## config.mk

```make
export PLATFORM = sky130hd
export DESIGN_NAME = aib_rx_align
export DESIGN_NICKNAME = d
export VERILOG_FILES = /design/src/rtl/aib_rx_align.sv
export SDC_FILE = /design/constraint.sdc
export NUM_CORES = 1
export LEC_CHECK = 0
export CAP_MARGIN = 20
export CORE_MARGIN = 8
export CORE_UTILIZATION = 54
export DETAILED_ROUTE_END_ITERATION = 8
export GPL_ROUTABILITY_DRIVEN = 0
export PLACE_DENSITY_LB_ADDON = 0.15
export SKIP_CTS_REPAIR_TIMING = 1
export SYNTH_ARGS = -nofsm -noshare
export SYNTH_HDL_FRONTEND = slang
export SYNTH_SLANG_ARGS = --single-unit
```

## constraint.sdc

```tcl
create_clock -name i_clk -period 5.5 [get_ports i_clk]
set_input_delay 0.825 -clock i_clk [delete_from_list [all_inputs] [get_ports i_clk]]
set_output_delay 0.825 -clock i_clk [all_outputs]
set_load 0.005 [all_outputs]
```

## src/rtl/aib_rx_align.sv

```systemverilog
// AIB RX word/bit aligner: finds MARKER at one of 20 bit offsets, locks, emits aligned words.
// Optional saturating post-lock error counter when AIB_RX_ALIGN_ERRCNT_EN is defined.
module aib_rx_align #(
  parameter logic [19:0] MARKER   = 20'hABC01,
  parameter int unsigned LOCK_CNT = 4
) (
  input  logic        i_clk,
  input  logic        i_rst_n,
  input  logic        i_align_en,
  input  logic        i_realign,
  input  logic [19:0] i_data0,
  input  logic [19:0] i_data1,
  output logic [19:0] o_data0,
  output logic [19:0] o_data1,
  output logic        o_valid,
  output logic        o_locked,
`ifdef AIB_RX_ALIGN_ERRCNT_EN
  output logic [15:0] o_err_cnt,
`endif
  output logic [4:0]  o_offset
);

  typedef enum logic [1:0] {
    IDLE   = 2'd0,
    SEARCH = 2'd1,
    VERIFY = 2'd2,
    LOCKED = 2'd3
  } state_t;

  localparam logic [3:0] LOCK_N = 4'(LOCK_CNT);

  state_t      state_q, state_d;
  logic [3:0]  cnt_q, cnt_d;
  logic [4:0]  k_q, k_d;
  logic [39:0] w_q;
  logic [39:0] dout_q, dout_d;
  logic        valid_q, valid_d;

  logic [79:0] win;
  logic [19:0] hit;
  logic        any_hit;
  logic        hit_k;
  logic [4:0]  first_k;
  logic [6:0]  kx;
  logic [3:0]  cnt_inc;

  assign win = {i_data1, i_data0, w_q};

  for (genvar g = 0; g < 20; g++) begin : g_hit
    assign hit[g] = (win[g+19:g] == MARKER);
  end

  assign any_hit = |hit;
  assign hit_k   = hit[k_q];
  assign kx      = {2'b00, k_q};
  assign cnt_inc = cnt_q + 4'd1;

  // lowest matching offset wins
  always_comb begin
    first_k = 5'd0;
    for (int i = 19; i >= 0; i--) begin
      if (hit[i]) first_k = 5'(i);
    end
  end

  always_comb begin
    state_d = state_q;
    cnt_d   = cnt_q;
    k_d     = k_q;
    if (!i_align_en) begin
      state_d = IDLE;
      cnt_d   = 4'd0;
    end else if (i_realign && state_q != IDLE) begin
      state_d = SEARCH;
      cnt_d   = 4'd0;
    end else begin
      unique case (state_q)
        IDLE: begin
          state_d = SEARCH;
          cnt_d   = 4'd0;
        end
        SEARCH: begin
          if (any_hit) begin
            k_d     = first_k;
            cnt_d   = 4'd1;
            state_d = (LOCK_N > 4'd1) ? VERIFY : LOCKED;
          end
        end
        VERIFY: begin
          if (hit_k) begin
            cnt_d = cnt_inc;
            if (cnt_inc == LOCK_N) state_d = LOCKED;
          end else begin
            state_d = SEARCH;
            cnt_d   = 4'd0;
          end
        end
        LOCKED: begin
          state_d = LOCKED;
        end
        default: begin
          state_d = IDLE;
          cnt_d   = 4'd0;
        end
      endcase
    end
  end

  // output follows the current state, not the next one
  always_comb begin
    dout_d  = '0;
    valid_d = 1'b0;
    if (state_q == LOCKED) begin
      dout_d  = win[kx +: 40];
      valid_d = 1'b1;
    end
  end

  always_ff @(posedge i_clk) begin
    if (!i_rst_n) begin
      state_q <= IDLE;
      cnt_q   <= 4'd0;
      k_q     <= 5'd0;
      w_q     <= '0;
      dout_q  <= '0;
      valid_q <= 1'b0;
    end else begin
      state_q <= state_d;
      cnt_q   <= cnt_d;
      k_q     <= k_d;
      w_q     <= {i_data1, i_data0};
      dout_q  <= dout_d;
      valid_q <= valid_d;
    end
  end

`ifdef AIB_RX_ALIGN_ERRCNT_EN
  logic [15:0] err_q, err_d;

  always_comb begin
    err_d = err_q;
    if (state_d != LOCKED) begin
      err_d = 16'd0;
    end else if (state_q == LOCKED && !hit_k && err_q != 16'hFFFF) begin
      err_d = err_q + 16'd1;
    end
  end

  always_ff @(posedge i_clk) begin
    if (!i_rst_n) err_q <= 16'd0;
    else          err_q <= err_d;
  end

  assign o_err_cnt = err_q;
`endif

  assign o_data0  = dout_q[19:0];
  assign o_data1  = dout_q[39:20];
  assign o_valid  = valid_q;
  assign o_locked = (state_q == LOCKED);
  assign o_offset = k_q;

endmodule

```

# Word level (Yosys, flattened, before mapping)
# Cells that the tools add are included.
[op_classes]
add_sub_neg = 1
magnitude_cmp = 1
n_eq_ne = 28
n_shift = 1
n_mux = 31
n_bitwise = 3
reduce_logical = 12
[ops]
columns = ["cell", "n"]
rows = [
  ["$eq A20 B20 Y1 const B", 20],
  ["$mux W5", 20],
  ["$shiftx A80 B6 Y40", 1],
  ["$reduce_or A20 Y1", 1],
  ["$pmux W4 S3", 1],
  ["$reduce_and A2 Y1", 5],
  ["$mux W4", 2],
  ["$pmux W2 S4", 1],
  ["$lt A5 B6 Y1 const B", 1],
  ["$mux W2", 3],
  ["$ne A3 B3 Y1 const B", 2],
  ["$bmux W1 S5", 1],
  ["$add A4 B1 Y4 const B", 1],
  ["$eq A2 B2 Y1 const B", 2],
  ["$eq A4 B3 Y1 const B", 1],
  ["$ne A4 B4 Y1 const B", 1],
  ["$reduce_and A4 Y1", 1],
  ["$mux W1", 3],
  ["$not A1 Y1", 3],
  ["$reduce_bool A3 Y1", 1],
  ["$reduce_or A3 Y1", 1],
  ["$eq A2 B1 Y1 const B", 1],
  ["$logic_not A2 Y1", 1],
  ["$ne A2 B2 Y1 const B", 1],
  ["other kinds (2)", 2],
]
[totals]
register_bits = 92
input_bits = 44
out_inout_bits = 47
word_cells = 84

# Logic depth before layout (Yosys ltp)
[depth]
ltp_word = 21
mapped_depth = 11
depth_no_buf = 9

# Worst setup path before layout
# OpenSTA, ideal clock, no wires.
[synth_timing]
kind = "reg2reg"
start = "register w_q[16]"
end = "register state_q[0]"
setup_time_ps = 91
arrival_time_ps = 2271
required_time_ps = 5409
path_slack_ps = 3138
stages_incl_launch_ff = 9
n_path_buf = 0
period_less_slack_ps = 2362
path_cell_list = "dfxtp_1 -> or4b_1 -> or4_4 -> o221ai_2 -> nand4_1 -> o211ai_2 -> a32oi_1 -> o2111a_1 -> a311oi_1"
[synth_via]
elab_chain_cells = 6
word_cells_on_any_way = 26
cone_classes = "eq/ne: 19; mux: 5; reduce/logical: 2"
[synth_rtl]
columns = ["item", "line_no", "rtl"]
rows = [
  ["start: declaration", "35", "logic [39:0] w_q;"],
  ["start signal: assignment", "131", "w_q <= {i_data1, i_data0};"],
  ["$eq A20 B20 Y1", "50", "assign hit[g] = (win[g+19:g] == MARKER);"],
  ["$bmux W1 S5", "54", "assign hit_k = hit[k_q];"],
  ["$mux W1 (not written as such)", "54", ""],
  ["$mux W2", "90", "if (hit_k) begin"],
  ["$pmux W2 S4", "77", "unique case (state_q)"],
  ["$mux W1", "73", "end else if (i_realign && state_q != IDLE) begin"],
  ["end signal: assignment", "128", "state_q <= state_d;"],
  ["end: declaration", "32", "state_t state_q, state_d;"],
]
# Parallel ways exist; a longest one is shown, timed or not. The select of a mux whose other input is x is not followed.
# A chain may end at the register's enable or synchronous reset.

# Worst setup path in the final report
[layout_timing]
start = "register w_q[24]"
end = "register state_q[0]"
# The elaborated chain is that of the path after synthesis.

==> reports/results.tsv <==
metric	value	unit
power_frac_comb	13.4	%
seq_power_share	45.4	%
number_of_enable_type_register_cells_in_the_synthesized_netlist	0	
crit_start	w_q[24]$_SDFF_PN0_	
r2r_slack	2.38	ns
fin_total_pwr	1.61	mW
global_route.usage.met2	41.1	%
syn2layout_area_growth	15.9	%
post_synthesis_register_bit_count	92	
final_critical_path_setup_slack	2.38	ns
finalHoldWorstSlack	0.520	ns
max_freq	321	MHz
critical_path.startpoint_type	flop	
finalWirelength	24.7	mm
nNetsFinal	980	
final_cells	1114	
rsz0062_at_grt	false	
cpLargestDelayFamily	compound AO/OA/AOI/OAI gates	
pre_antenna_drt_iters	5	
sink_count	92	
die-area	0.0180	mm^2
path_buf_inv	0	
worst_hold_check_path_type	flop to flop	
clock_power_share	41.2	%
path_class	flop to flop	
global_route.peak_usage_layer	met2	
number_of_antenna_violations_at_the_first_check_in_global_routing	0	
worstPathRequired	5.77	ns
final_antenna_net_count	0	
max_stage_delay	0.68	ns
worstSetupEndpointType	flop	
initial_core_util	54.8	%
met1_track_demand_over_resource	36.1	%
slew_headroom	29.2	%
min_to	cnt_q[3]$_SDFFE_PP0P_	
outcome	completed	
switching_power	0.457	mW
clk_pin_slew_worst_paths	0.07	ns
power_density	184	mW/mm^2
post_synthesis_cell_area	0.00755	mm^2
vias_in_the_first_global_route	7160	
number_of_distinct_library_cells_after_synthesis	71	
final.min_clock_period	3.12	ns
report.final.setup_viol	0	
pin_count_of_the_biggest_net_entering_global_routing	81	
layout.filler_cells	1180	
die_w	134	um
detail_route.drc_violations	0	
tritoncts	built	
clockBufferDepth	2	
yosys_warnings	0	
hp-start	cnt_q[3]$_SDFFE_PP0P_	
timing.setup.tns	0	ns
layout_worst_path_cycle_share	56.7	%
timing.final.max_slew_violations	0	
place_inst	1098	
placement_rows	43	
core-area	0.0138	mm^2
cp_max_fo	12	
arrival	3.39	ns
clkLatencyLatePin	0.36	ns
vdd.ir_drop.worst	0.000139	V
antenna_cells_inserted	0	
hpwl	17.9	mm
syn-num-nets	950	
synth_flop_cell	sky130_fd_sc_hd__dfxtp_1	
die-height	134	um
cts_root_buf	sky130_fd_sc_hd__clkbuf_16	
htree_levels	3	
maxCapViolCount	0	
io_pins	91	
syn_avg_cell_area	8.40	um^2
gate_count_post_synth	899	
global_route_wire_length_before_repair	39.2	mm
grt_overflow_total	0	
internal_cell_power	1.16	mW
post-place-ws	2.54	ns
post_route_cells_drive_above_1_share	12.0	%
regToRegStartpoint	w_q[24]$_SDFF_PN0_	
path_cells	nor4b_2 > nand4_1 > nor2_1 > o311ai_0 > a311oi_2 > a32oi_1 > o2111a_1 > a311oi_1	
worst_hold_path_cells	2	
io_buffers	90	
synth.yosys.seq_area_share	24.4	%
detailroute.via_count	7614	
post_drt_via_cell_ratio	6.83	
routed_wire_length_per_instance	22.2	um
critical_path.slowest_cell	sky130_fd_sc_hd__dfxtp_1	
worstMarginPinSlew	1.06	ns
detailedRoute.firstIterationViolations	1118	
skew	0.00887	ns
async_flop_share	0	%
sw_frac_of_total	28.3	%
finalHoldViolations	0	
met3_track_demand_over_resource_in_global_routing	6.99	%
worstRegToRegCells	8	
global_routing_usage_summed_across_all_routing_layers	27.2	%
power.static_leakage	3.09	nW
cts_buffers	9	
rr_endpoint	state_q[0]$_SDFFE_PN0P_	
## layer usage
layer | wire, um | vias to the layer above
met1 | 9760 | 3539
met2 | 11100 | 589
li1 | - | 3402
met4 | 813 | 0
met3 | 3020 | 84
met5 | 0 | -
## power groups by stage
stage	clock network (mW)	registers, mW	logic, mW
floorplan	0	0.712	0.152
global placement	0	0.743	0.205
detailed placement	0	0.743	0.209
CTS	0.667	0.728	0.211
global route	0.703	0.734	0.231
finish	0.666	0.733	0.216
## worst max path at each step
stage                              end  slack [ns]  depth (start not counted)
3_3_place_gp      dout_q[5]$_SDFF_PN0_        2.61                          7
3_5_place_dp   state_q[0]$_SDFFE_PN0P_        2.54                          8
5_1_grt                    o_offset[0]        2.26                          2
6_report       state_q[0]$_SDFFE_PN0P_        2.38                          8
4_1_cts                    o_offset[0]        2.37                          2
2_1_floorplan  state_q[0]$_SDFFE_PN0P_        3.14                          8
## cell type report
type                    instances  area [um^2]  share of cell area (%)
flip-flops and latches         92         1850                    21.1
clock inverters                 7         92.6                    1.06
multi-input cells             715         5320                    60.8
repair buffers                100          996                    11.4
well taps                     180          225                    2.57
inverters                      11         41.3                   0.472
clock buffers                   9          225                    2.57
## registers in the layout, indices dropped and copies added (netlist names)
register,flops
cnt_q,4
state_q,2
dout_q,40
o_valid,1
w_q,40
o_offset,5
## through the flow
stage	area, um^2	util (%)
2_1_floorplan	7550	-
3_3_place_gp	8410	61.0
3_5_place_dp	8430	61.2
4_1_cts	8750	63.5
5_1_grt	8750	63.5
6_report	8750	63.5
## kinds of logic (layout without fill, tap and decap cells)
family,count (synthesis),after routing,share of synthesized area [%]
AO/OA/AOI/OAI,151,151,13.6
adder cells (fa/ha/maj),7,7,1.16
buffers and inverters,92,127,5.11
flip-flops,92,92,24.4
multiplexers,116,116,24.2
AND/OR/NAND/NOR,441,441,31.5
## placed cells by master, fill, tap and decap left out, types with 9 or more instances in the layout
cell type / synthesis / routed
sky130_fd_sc_hd__nand2_1: 128 / 128
sky130_fd_sc_hd__nor2_1: 92 / 92
sky130_fd_sc_hd__clkdlybuf4s50_1: 0 / 90
sky130_fd_sc_hd__dfxtp_1: 92 / 89
sky130_fd_sc_hd__mux2i_1: 50 / 50
sky130_fd_sc_hd__mux4_2: 49 / 49
sky130_fd_sc_hd__and2_1: 47 / 47
sky130_fd_sc_hd__o21ai_0: 34 / 34
sky130_fd_sc_hd__nand3_1: 33 / 33
sky130_fd_sc_hd__a21oi_1: 28 / 28
sky130_fd_sc_hd__a211oi_1: 20 / 20
sky130_fd_sc_hd__nand4_1: 19 / 19
sky130_fd_sc_hd__nor3_1: 18 / 18
sky130_fd_sc_hd__o211ai_1: 17 / 17
sky130_fd_sc_hd__mux2_2: 15 / 15
sky130_fd_sc_hd__nor2b_1: 14 / 14
sky130_fd_sc_hd__nor4_1: 12 / 12
sky130_fd_sc_hd__o21a_1: 9 / 9
sky130_fd_sc_hd__and4b_1: 9 / 9
sky130_fd_sc_hd__clkbuf_16: 0 / 9
sky130_fd_sc_hd__buf_4: 2 / 9
## worst reg2reg max path, stage by stage, from the launching register on
cell                       delay, ns
sky130_fd_sc_hd__dfxtp_1        0.68
sky130_fd_sc_hd__nor4b_2        0.55
sky130_fd_sc_hd__nand4_1        0.17
sky130_fd_sc_hd__nor2_1         0.27
sky130_fd_sc_hd__o311ai_0       0.20
sky130_fd_sc_hd__a311oi_2       0.41
sky130_fd_sc_hd__a32oi_1        0.24
sky130_fd_sc_hd__o2111a_1       0.29
sky130_fd_sc_hd__a311oi_1       0.24
## synth_stat cells, types with 3 or more instances
cell type,count,share of area (%)
sky130_fd_sc_hd__a31oi_1,8,0.66
sky130_fd_sc_hd__a211oi_1,20,2.0
sky130_fd_sc_hd__a311o_1,5,0.66
sky130_fd_sc_hd__o21a_1,9,0.90
sky130_fd_sc_hd__nor4b_2,3,0.60
sky130_fd_sc_hd__buf_2,17,1.1
sky130_fd_sc_hd__mux2i_1,50,6.6
sky130_fd_sc_hd__inv_1,7,0.35
sky130_fd_sc_hd__and4b_1,9,1.2
sky130_fd_sc_hd__nor4b_1,8,0.93
sky130_fd_sc_hd__nand4b_1,4,0.46
sky130_fd_sc_hd__and4_1,3,0.35
sky130_fd_sc_hd__nor2_1,92,4.6
sky130_fd_sc_hd__nand3_1,33,2.2
sky130_fd_sc_hd__a311oi_1,4,0.46
sky130_fd_sc_hd__nand2b_1,6,0.50
sky130_fd_sc_hd__and3_1,3,0.25
sky130_fd_sc_hd__clkinv_1,3,0.15
sky130_fd_sc_hd__nand2_1,128,6.4
sky130_fd_sc_hd__a21o_1,5,0.50
sky130_fd_sc_hd__or4_1,3,0.30
sky130_fd_sc_hd__o211ai_1,17,1.7
sky130_fd_sc_hd__nor3b_1,4,0.40
sky130_fd_sc_hd__nor4bb_1,8,1.1
sky130_fd_sc_hd__nor3_1,18,1.2
sky130_fd_sc_hd__o311ai_0,3,0.35
sky130_fd_sc_hd__nor2b_1,14,1.2
sky130_fd_sc_hd__a21oi_1,28,1.9
sky130_fd_sc_hd__nor4_1,12,0.99
sky130_fd_sc_hd__mux4_2,49,15
sky130_fd_sc_hd__or3_1,3,0.25
sky130_fd_sc_hd__clkbuf_2,3,0.20
sky130_fd_sc_hd__clkbuf_1,45,2.2
sky130_fd_sc_hd__dfxtp_1,92,24
sky130_fd_sc_hd__buf_1,13,0.65
sky130_fd_sc_hd__nand4_1,19,1.6
sky130_fd_sc_hd__nand3b_1,3,0.30
sky130_fd_sc_hd__mux2_2,15,2.2
sky130_fd_sc_hd__o21ai_0,34,2.3
sky130_fd_sc_hd__ha_1,7,1.2
sky130_fd_sc_hd__o31ai_1,3,0.30
sky130_fd_sc_hd__and2_1,47,3.9
(Power assumes the default switching activity.)
